`config.mk`:
```
export PLATFORM = sky130hd
export DESIGN_NAME = pipe_alu_p
export DESIGN_NICKNAME = d
export VERILOG_FILES = /design/src/rtl/pipe_alu_p_pkg.sv /design/src/rtl/pipe_alu_core.sv /design/src/rtl/pipe_alu_p.sv
export SDC_FILE = /design/constraint.sdc
export NUM_CORES = 2
export LEC_CHECK = 0
export BUFFER_PORTS_ARGS = -buffer_cell sky130_fd_sc_hd__buf_2
export CAP_MARGIN = 20
export CORE_UTILIZATION = 40
export CTS_CLUSTER_DIAMETER = 120
export CTS_CLUSTER_SIZE = 14
export DETAILED_ROUTE_END_ITERATION = 10
export PLACE_DENSITY_LB_ADDON = 0.15
export SLEW_MARGIN = 20
export SYNTH_ARGS = -nofsm -noshare
export SYNTH_HDL_FRONTEND = slang
export SYNTH_MEMORY_MAX_BITS = 65536
export SYNTH_SLANG_ARGS = --single-unit
```
`constraint.sdc`:
```
create_clock -name clk -period 8.76 [get_ports clk]
set_clock_uncertainty 0.2 [all_clocks]
set_input_delay 1.314 -clock clk [delete_from_list [all_inputs] [get_ports clk]]
set_output_delay 1.314 -clock clk [all_outputs]
set_load 0.005 [all_outputs]
```
`src/rtl/pipe_alu_p_pkg.sv`:
```
// Shared definitions for the pipelined ALU: operation codes and the
// flag bundle produced alongside every execute-stage result.
package pipe_alu_p_pkg;

  typedef enum logic [3:0] {
    FN_ADD   = 4'd0,
    FN_SUB   = 4'd1,
    FN_MUL   = 4'd2,
    FN_PASSA = 4'd3,
    FN_PASSB = 4'd4,
    FN_AND   = 4'd5,
    FN_OR    = 4'd6,
    FN_XOR   = 4'd7,
    FN_NOTA  = 4'd8,
    FN_NOTB  = 4'd9,
    FN_SRL1  = 4'd10,
    FN_SLL1  = 4'd11,
    FN_SRA1  = 4'd12,
    FN_SLTS  = 4'd13,
    FN_SLTU  = 4'd14,
    FN_RSV   = 4'd15
  } func_e;

  // Flags that travel with a result through the pipeline.
  typedef struct packed {
    logic z;
    logic n;
    logic c;
    logic illegal;
  } alu_flags_t;

endpackage

```
`src/rtl/pipe_alu_core.sv`:
```
// Combinational execute unit: operands and operation code in,
// result and flags out. The reserved code yields zero and raises illegal.
module pipe_alu_core
  import pipe_alu_p_pkg::*;
#(
  parameter int DATA_W = 16
) (
  input  logic [DATA_W-1:0] a,
  input  logic [DATA_W-1:0] b,
  input  logic [3:0]        func,
  output logic [DATA_W-1:0] result,
  output alu_flags_t        flags
);

  logic [DATA_W:0] wide;
  logic            carry;
  logic            bad;

  // Select the operation and derive carry/borrow/shift-out, then the flags.
  always_comb begin
    wide   = '0;
    result = '0;
    carry  = 1'b0;
    bad    = 1'b0;
    case (func_e'(func))
      FN_ADD: begin
        wide   = {1'b0, a} + {1'b0, b};
        result = wide[DATA_W-1:0];
        carry  = wide[DATA_W];
      end
      FN_SUB: begin
        wide   = {1'b0, a} - {1'b0, b};
        result = wide[DATA_W-1:0];
        carry  = wide[DATA_W];
      end
      FN_MUL:   result = a * b;
      FN_PASSA: result = a;
      FN_PASSB: result = b;
      FN_AND:   result = a & b;
      FN_OR:    result = a | b;
      FN_XOR:   result = a ^ b;
      FN_NOTA:  result = ~a;
      FN_NOTB:  result = ~b;
      FN_SRL1: begin
        result = a >> 1;
        carry  = a[0];
      end
      FN_SLL1: begin
        result = a << 1;
        carry  = a[DATA_W-1];
      end
      FN_SRA1: begin
        result = DATA_W'($signed(a) >>> 1);
        carry  = a[0];
      end
      FN_SLTS: result = {{(DATA_W-1){1'b0}}, ($signed(a) < $signed(b))};
      FN_SLTU: result = {{(DATA_W-1){1'b0}}, (a < b)};
      default: bad = 1'b1;
    endcase
    flags.z       = (result == '0);
    flags.n       = result[DATA_W-1];
    flags.c       = carry;
    flags.illegal = bad;
  end

endmodule

```
`src/rtl/pipe_alu_p.sv`:
```
// Four-stage ALU pipeline: S1 operand read, S2 execute, S3 register
// writeback and Zout, S4 memory write. Forwarding from S3 into S2 and
// write-through into S1 reads remove every hazard without stalling.
module pipe_alu_p
  import pipe_alu_p_pkg::*;
#(
  parameter  int DATA_W = 16,
  parameter  int NREG   = 16,
  parameter  int MEM_AW = 8,
  localparam int REG_AW = $clog2(NREG)
) (
  input  logic              clk,
  input  logic              rst_n,
  // Handshake: in_valid qualifies rs1/rs2/rd/func/addr for one cycle and the
  // instruction is taken on that rising edge; there is no ready, nothing stalls.
  // out_valid marks the single cycle in which Zout and the flags describe a
  // newly completed instruction; otherwise they hold their last values.
  input  logic              in_valid,
  input  logic [REG_AW-1:0] rs1,
  input  logic [REG_AW-1:0] rs2,
  input  logic [REG_AW-1:0] rd,
  input  logic [3:0]        func,
  input  logic [MEM_AW-1:0] addr,
  input  logic              ld_en,
  input  logic [REG_AW-1:0] ld_idx,
  input  logic [DATA_W-1:0] ld_data,
  input  logic [MEM_AW-1:0] mem_raddr,
  output logic [DATA_W-1:0] mem_rdata,
  output logic [DATA_W-1:0] Zout,
  output logic              out_valid,
  output logic              flag_z,
  output logic              flag_n,
  output logic              flag_c,
  output logic              illegal
);

  logic [DATA_W-1:0] regbank [NREG];
  logic [DATA_W-1:0] mem [2**MEM_AW];

  // Operands captured by S1, consumed by S2.
  logic              s2_valid;
  logic [REG_AW-1:0] s2_rs1, s2_rs2, s2_rd;
  logic [3:0]        s2_func;
  logic [MEM_AW-1:0] s2_addr;
  logic [DATA_W-1:0] s2_a, s2_b;
  // Execute results waiting for writeback.
  logic              s3_valid;
  logic [REG_AW-1:0] s3_rd;
  logic [MEM_AW-1:0] s3_addr;
  logic [DATA_W-1:0] s3_result;
  alu_flags_t        s3_flags;
  // Memory write stage.
  logic              s4_valid;
  logic [MEM_AW-1:0] s4_addr;
  logic [DATA_W-1:0] s4_data;

  logic              wb_en;
  logic [DATA_W-1:0] rd_a, rd_b, ex_a, ex_b, ex_result;
  alu_flags_t        ex_flags, out_flags;

  // Only legal, valid S3 instructions write back or forward.
  assign wb_en = s3_valid && !s3_flags.illegal;

  // S1 reads see a writeback landing on the same edge.
  assign rd_a = (wb_en && s3_rd == rs1) ? s3_result : regbank[rs1];
  assign rd_b = (wb_en && s3_rd == rs2) ? s3_result : regbank[rs2];

  // S2 operands take the not-yet-written S3 result when indices match.
  assign ex_a = (wb_en && s3_rd == s2_rs1) ? s3_result : s2_a;
  assign ex_b = (wb_en && s3_rd == s2_rs2) ? s3_result : s2_b;

  pipe_alu_core #(.DATA_W(DATA_W)) u_core (
    .a      (ex_a),
    .b      (ex_b),
    .func   (s2_func),
    .result (ex_result),
    .flags  (ex_flags)
  );

  // Advance the pipeline; reset drops every in-flight instruction.
  always_ff @(posedge clk or negedge rst_n) begin
    if (!rst_n) begin
      s2_valid  <= 1'b0;
      s2_rs1    <= '0;
      s2_rs2    <= '0;
      s2_rd     <= '0;
      s2_func   <= '0;
      s2_addr   <= '0;
      s2_a      <= '0;
      s2_b      <= '0;
      s3_valid  <= 1'b0;
      s3_rd     <= '0;
      s3_addr   <= '0;
      s3_result <= '0;
      s3_flags  <= '0;
      s4_valid  <= 1'b0;
      s4_addr   <= '0;
      s4_data   <= '0;
    end else begin
      s2_valid  <= in_valid;
      s2_rs1    <= rs1;
      s2_rs2    <= rs2;
      s2_rd     <= rd;
      s2_func   <= func;
      s2_addr   <= addr;
      s2_a      <= rd_a;
      s2_b      <= rd_b;
      s3_valid  <= s2_valid;
      s3_rd     <= s2_rd;
      s3_addr   <= s2_addr;
      s3_result <= ex_result;
      s3_flags  <= ex_flags;
      s4_valid  <= wb_en;
      s4_addr   <= s3_addr;
      s4_data   <= s3_result;
    end
  end

  // Present the S3 result; bubbles leave Zout and flags untouched.
  always_ff @(posedge clk or negedge rst_n) begin
    if (!rst_n) begin
      out_valid <= 1'b0;
      Zout      <= '0;
      out_flags <= '0;
    end else begin
      out_valid <= s3_valid;
      if (s3_valid) begin
        Zout      <= s3_result;
        out_flags <= s3_flags;
      end
    end
  end

  assign flag_z  = out_flags.z;
  assign flag_n  = out_flags.n;
  assign flag_c  = out_flags.c;
  assign illegal = out_flags.illegal;

  // Register bank: direct load first so a same-index writeback overrides it.
  always_ff @(posedge clk) begin
    if (ld_en) regbank[ld_idx] <= ld_data;
    if (wb_en) regbank[s3_rd] <= s3_result;
  end

  // Result memory, written from S4; reads are combinational and see old data.
  always_ff @(posedge clk) begin
    if (s4_valid) mem[s4_addr] <= s4_data;
  end

  assign mem_rdata = mem[mem_raddr];

endmodule

```
==> results.json <==
{
  "fill_cells": 37900,
  "timing_worst_setup_path_type": "reg -> reg",
  "detail_route.wl_per_cell_um": 33.3,
  "avgSynthCellArea_um2": 22.4,
  "drc": 0,
  "multi_input_comb_area_um2": 46400,
  "cts_tree": "built",
  "detail_route.first_pass.iterations": 6,
  "fmax_ghz": 0.127,
  "reg2reg_to": "s3_flags[3]$_DFF_PN0_",
  "chipWidth_um": 678,
  "power_mw": 50.7,
  "synth.top_cells.by_area": "sky130_fd_sc_hd__edfxtp_1 71%, sky130_fd_sc_hd__mux4_2 19%, sky130_fd_sc_hd__mux2_2 2.0%, sky130_fd_sc_hd__dfrtp_1 1.8%, sky130_fd_sc_hd__fa_1 0.89%",
  "critical_path.max_fanout": 12,
  "grt_antenna_before_repair": 35,
  "ys_async_sr_fraction_pct": 2.99,
  "drtAntennaViolNets": 0,
  "cts_root_buffer": "sky130_fd_sc_hd__clkbuf_16",
  "seq_area_um2": 134000,
  "worst_path_setup_slack_after_routing_ns": 0.878,
  "preCtsSetupSlack_ns": 0.939,
  "maxCapViolCount": 0,
  "vdd.ir_drop.worst_mv": 0.318,
  "dp_hpwl_um": 294000,
  "layout-drive-gt1-share_pct": 32.7,
  "tritoncts.num_buffers": 359,
  "cellLeakagePower_nw": 64.1,
  "worst-endpoint-arrival_ns": 8.56,
  "wl_met1_um": 211000,
  "finalCriticalPeriod_ns": 7.88,
  "path_clk_slew_ns": 0.07,
  "postSynthNetCount": 8389,
  "first_iter_violations": 9384,
  "worst-slew-pin-transition_ns": 1.21,
  "place_inst": 14100,
  "global_route.overflow_total": 0,
  "hold_path.startpoint": "s2_addr[5]$_DFF_PN0_",
  "synthDominantCellAreaShare_pct": 71.5,
  "critical_path.startpoint_type": "register",
  "routed-wl-met3_um": 29200,
  "worst-r2r-setup-slack_ns": 0.88,
  "post_synth_instance_area_um2": 183000,
  "ff2ff_path_depth": 26,
  "finalNonFillerCells": 14700,
  "hold_class": "reg -> reg",
  "clockBufferDepth": 4,
  "top_layer_used": "met5",
  "maxSlewHeadroom_pct": 19.7,
  "hold_path_depth": 0,
  "postSynthCellCount": 8153,
  "post-cts-setup-buffer-count": 0,
  "pin_count": 93,
  "rr_startpoint": "s3_rd[2]$_DFF_PN0_",
  "status": "completed",
  "kind_of_end_point_of_the_critical_path": "register",
  "fin_tns_setup_ns": 0,
  "met2RoutedLength_um": 236000,
  "hold_buffers": 0,
  "layout.nets": 8770,
  "vias": 85700,
  "cts_repair_resize_count": 0,
  "min_period_over_period_pct": 90.0,
  "synth.yosys.warnings": 0,
  "grt_start_max_net_pins": 248,
  "h-tree-depth": 5,
  "io_buffers": 92,
  "routabilityCongestion": 0.887,
  "timing.final.hold_violations": 0,
  "finalWirelength_um": 489000,
  "edff_count_synth": 4352,
  "grt_setup_unrepaired": "false",
  "ys_seq_area_share_pct": 73.3,
  "initial_core_util_pct": 40.3,
  "fp.dieH_um": 678,
  "viasPerCell": 5.85,
  "via_count_of_the_first_global_routing_pass": 88700,
  "pwr_density_cell_nw_per_um2": 250,
  "wire_length_of_the_first_global_routing_pass_um": 692000,
  "area_growth_syn_to_layout_pct": 11.0,
  "count_of_cell_types_in_the_netlist": 78,
  "clock_insertion_delay_worst_skew_ns": 0.96,
  "grt.total_usage_pct": 21.0,
  "setup_viol_count_final": 0,
  "clock-sinks": 4486,
  "fp-row-count": 247,
  "min_delay_worst_endpoint": "s3_addr[5]$_DFF_PN0_",
  "total_die_area_um2": 460000,
  "finish.utilization_pct": 44.7,
  "yosys_most_used_dff": "sky130_fd_sc_hd__edfxtp_1",
  "post-synth-top-area-cell": "sky130_fd_sc_hd__edfxtp_1",
  "fp.coreArea_um2": 454000,
  "final_report_max_slew_violation_count": 0,
  "worst_ep_required_time_ns": 9.44,
  "synth_seq_cells": 4486
}
-- layer usage --
metal,track usage [%],vias to the layer above
li1,-,34800
met3,3.01,651
met1,30.3,47500
met2,34.2,2780
met4,4.99,16
met5,0,-
-- state kept, by name, summed over array words and instances, names as in the netlist --
signal	cells
s2_func	4
s2_rs2	4
s4_valid	1
out_valid	1
s4_data	16
s2_b	16
regbank	256
s2_rs1	4
Zout	16
s3_rd	4
illegal	1
s2_a	16
mem	4096
s2_addr	8
flag_c	1
s3_addr	8
s2_rd	4
s3_valid	1
flag_z	1
s3_flags	4
s3_result	15
s4_addr	8
s2_valid	1
-- cell type report --
cell class | count | share of cell area, %
repair buffers | 511 | 2.15
diodes | 12 | 0.0148
multi-input cells | 3009 | 22.9
well taps | 5976 | 3.69
flip-flops and latches | 4486 | 66.1
clock inverters | 20 | 0.144
clock buffers | 469 | 4.73
inverters | 167 | 0.309
-- placed cells by master, fill, tap and decap left out, drive strengths merged, types with 99 or more instances in the layout --
master	synthesis	layout
edfxtp	4352	4352
mux4	1523	1523
buf	134	511
clkbuf	357	469
nor2	386	386
mux2	327	327
inv	161	171
nand2	144	144
dfrtp	134	134
ha	99	99
-- cells by family after synthesis --
group / Yosys count / synth area share [%]
buf+inv: 658 / 1.41
flops: 4486 / 73.3
compound gates: 235 / 0.855
xor+xnor: 69 / 0.404
mux: 1865 / 20.9
fa+ha+maj: 180 / 1.56
simple gates: 660 / 1.55
-- worst max-delay path, cell delays in order (launching register included) --
cell                       delay [ns]
sky130_fd_sc_hd__dfrtp_1         0.55
sky130_fd_sc_hd__xnor2_1         0.38
sky130_fd_sc_hd__nand3_4         0.17
sky130_fd_sc_hd__nor2_4          0.45
sky130_fd_sc_hd__nand2_1         0.13
sky130_fd_sc_hd__nand2_2         0.29
sky130_fd_sc_hd__ha_1            0.28
sky130_fd_sc_hd__inv_1           0.11
sky130_fd_sc_hd__fa_1            0.49
sky130_fd_sc_hd__fa_1            0.55
sky130_fd_sc_hd__inv_1           0.04
sky130_fd_sc_hd__ha_1            0.19
sky130_fd_sc_hd__fa_1            0.43
sky130_fd_sc_hd__ha_1            0.28
sky130_fd_sc_hd__inv_1           0.04
sky130_fd_sc_hd__fa_1            0.47
sky130_fd_sc_hd__inv_1           0.04
sky130_fd_sc_hd__ha_1            0.32
sky130_fd_sc_hd__a21boi_0        0.28
sky130_fd_sc_hd__o21ai_0         0.15
sky130_fd_sc_hd__nor2b_1         0.16
sky130_fd_sc_hd__xnor2_1         0.22
sky130_fd_sc_hd__a222oi_1        0.25
sky130_fd_sc_hd__nor4bb_1        0.44
sky130_fd_sc_hd__nand4_1         0.31
sky130_fd_sc_hd__nor4_1          0.32
sky130_fd_sc_hd__and4bb_1        0.24
-- synthesized netlist by cell type, types with 6 or more instances --
library cell / number
sky130_fd_sc_hd__a211oi_1: 7
sky130_fd_sc_hd__a21o_1: 11
sky130_fd_sc_hd__a21oi_1: 54
sky130_fd_sc_hd__a221oi_1: 10
sky130_fd_sc_hd__a222oi_1: 6
sky130_fd_sc_hd__a22oi_1: 14
sky130_fd_sc_hd__and2_1: 9
sky130_fd_sc_hd__and3_1: 7
sky130_fd_sc_hd__buf_1: 81
sky130_fd_sc_hd__buf_2: 45
sky130_fd_sc_hd__clkbuf_1: 357
sky130_fd_sc_hd__clkinv_1: 6
sky130_fd_sc_hd__dfrtp_1: 134
sky130_fd_sc_hd__edfxtp_1: 4352
sky130_fd_sc_hd__fa_1: 81
sky130_fd_sc_hd__ha_1: 99
sky130_fd_sc_hd__inv_1: 152
sky130_fd_sc_hd__inv_2: 9
sky130_fd_sc_hd__mux2_2: 318
sky130_fd_sc_hd__mux2_4: 9
sky130_fd_sc_hd__mux2i_1: 14
sky130_fd_sc_hd__mux4_2: 1523
sky130_fd_sc_hd__nand2_1: 141
sky130_fd_sc_hd__nand2b_1: 12
sky130_fd_sc_hd__nand3_1: 28
sky130_fd_sc_hd__nor2_1: 383
sky130_fd_sc_hd__nor2b_1: 18
sky130_fd_sc_hd__nor3_1: 22
sky130_fd_sc_hd__nor4_1: 9
sky130_fd_sc_hd__o21ai_0: 48
sky130_fd_sc_hd__o21bai_1: 15
sky130_fd_sc_hd__o221ai_1: 7
sky130_fd_sc_hd__o22ai_1: 13
sky130_fd_sc_hd__xnor2_1: 39
sky130_fd_sc_hd__xor2_1: 20
-- where the power goes --
part / leakage (nW) / switching [mW] / internal [mW] / total, mW
Combinational: 17.9 / 5.80 / 3.07 / 8.87
Clock: 4.79 / 7.36 / 7.62 / 15.0
Sequential: 41.4 / 0.888 / 26.0 / 26.9
Total: 64.1 / 14.0 / 36.7 / 50.7
-- worst max path at each step --
stage               depth (start not counted)                from                    end  slack [ns]
finish                                     26  s3_rd[2]$_DFF_PN0_  s3_flags[3]$_DFF_PN0_        0.88
global route                               26  s3_rd[2]$_DFF_PN0_  s3_flags[3]$_DFF_PN0_        0.43
CTS                                        23  s3_rd[2]$_DFF_PN0_  s3_flags[3]$_DFF_PN0_        0.89
detailed placement                         23  s3_rd[2]$_DFF_PN0_  s3_flags[3]$_DFF_PN0_        0.94
global placement                           26  s3_rd[2]$_DFF_PN0_  s3_flags[3]$_DFF_PN0_        1.03
floorplan                                  25  s3_rd[3]$_DFF_PN0_  s3_flags[3]$_DFF_PN0_        2.17
-- metrics by stage --
| step | area (um2) | hold slack, ns |
|---|---|---|
| floorplan | 183000 | 0.131 |
| global placement | 193000 | 0.134 |
| detailed placement | 193000 | 0.135 |
| CTS | 203000 | 0.145 |
| global route | 203000 | 0.161 |
| finish | 203000 | 0.148 |
No activity file was read; power rests on OpenSTA's default activity.
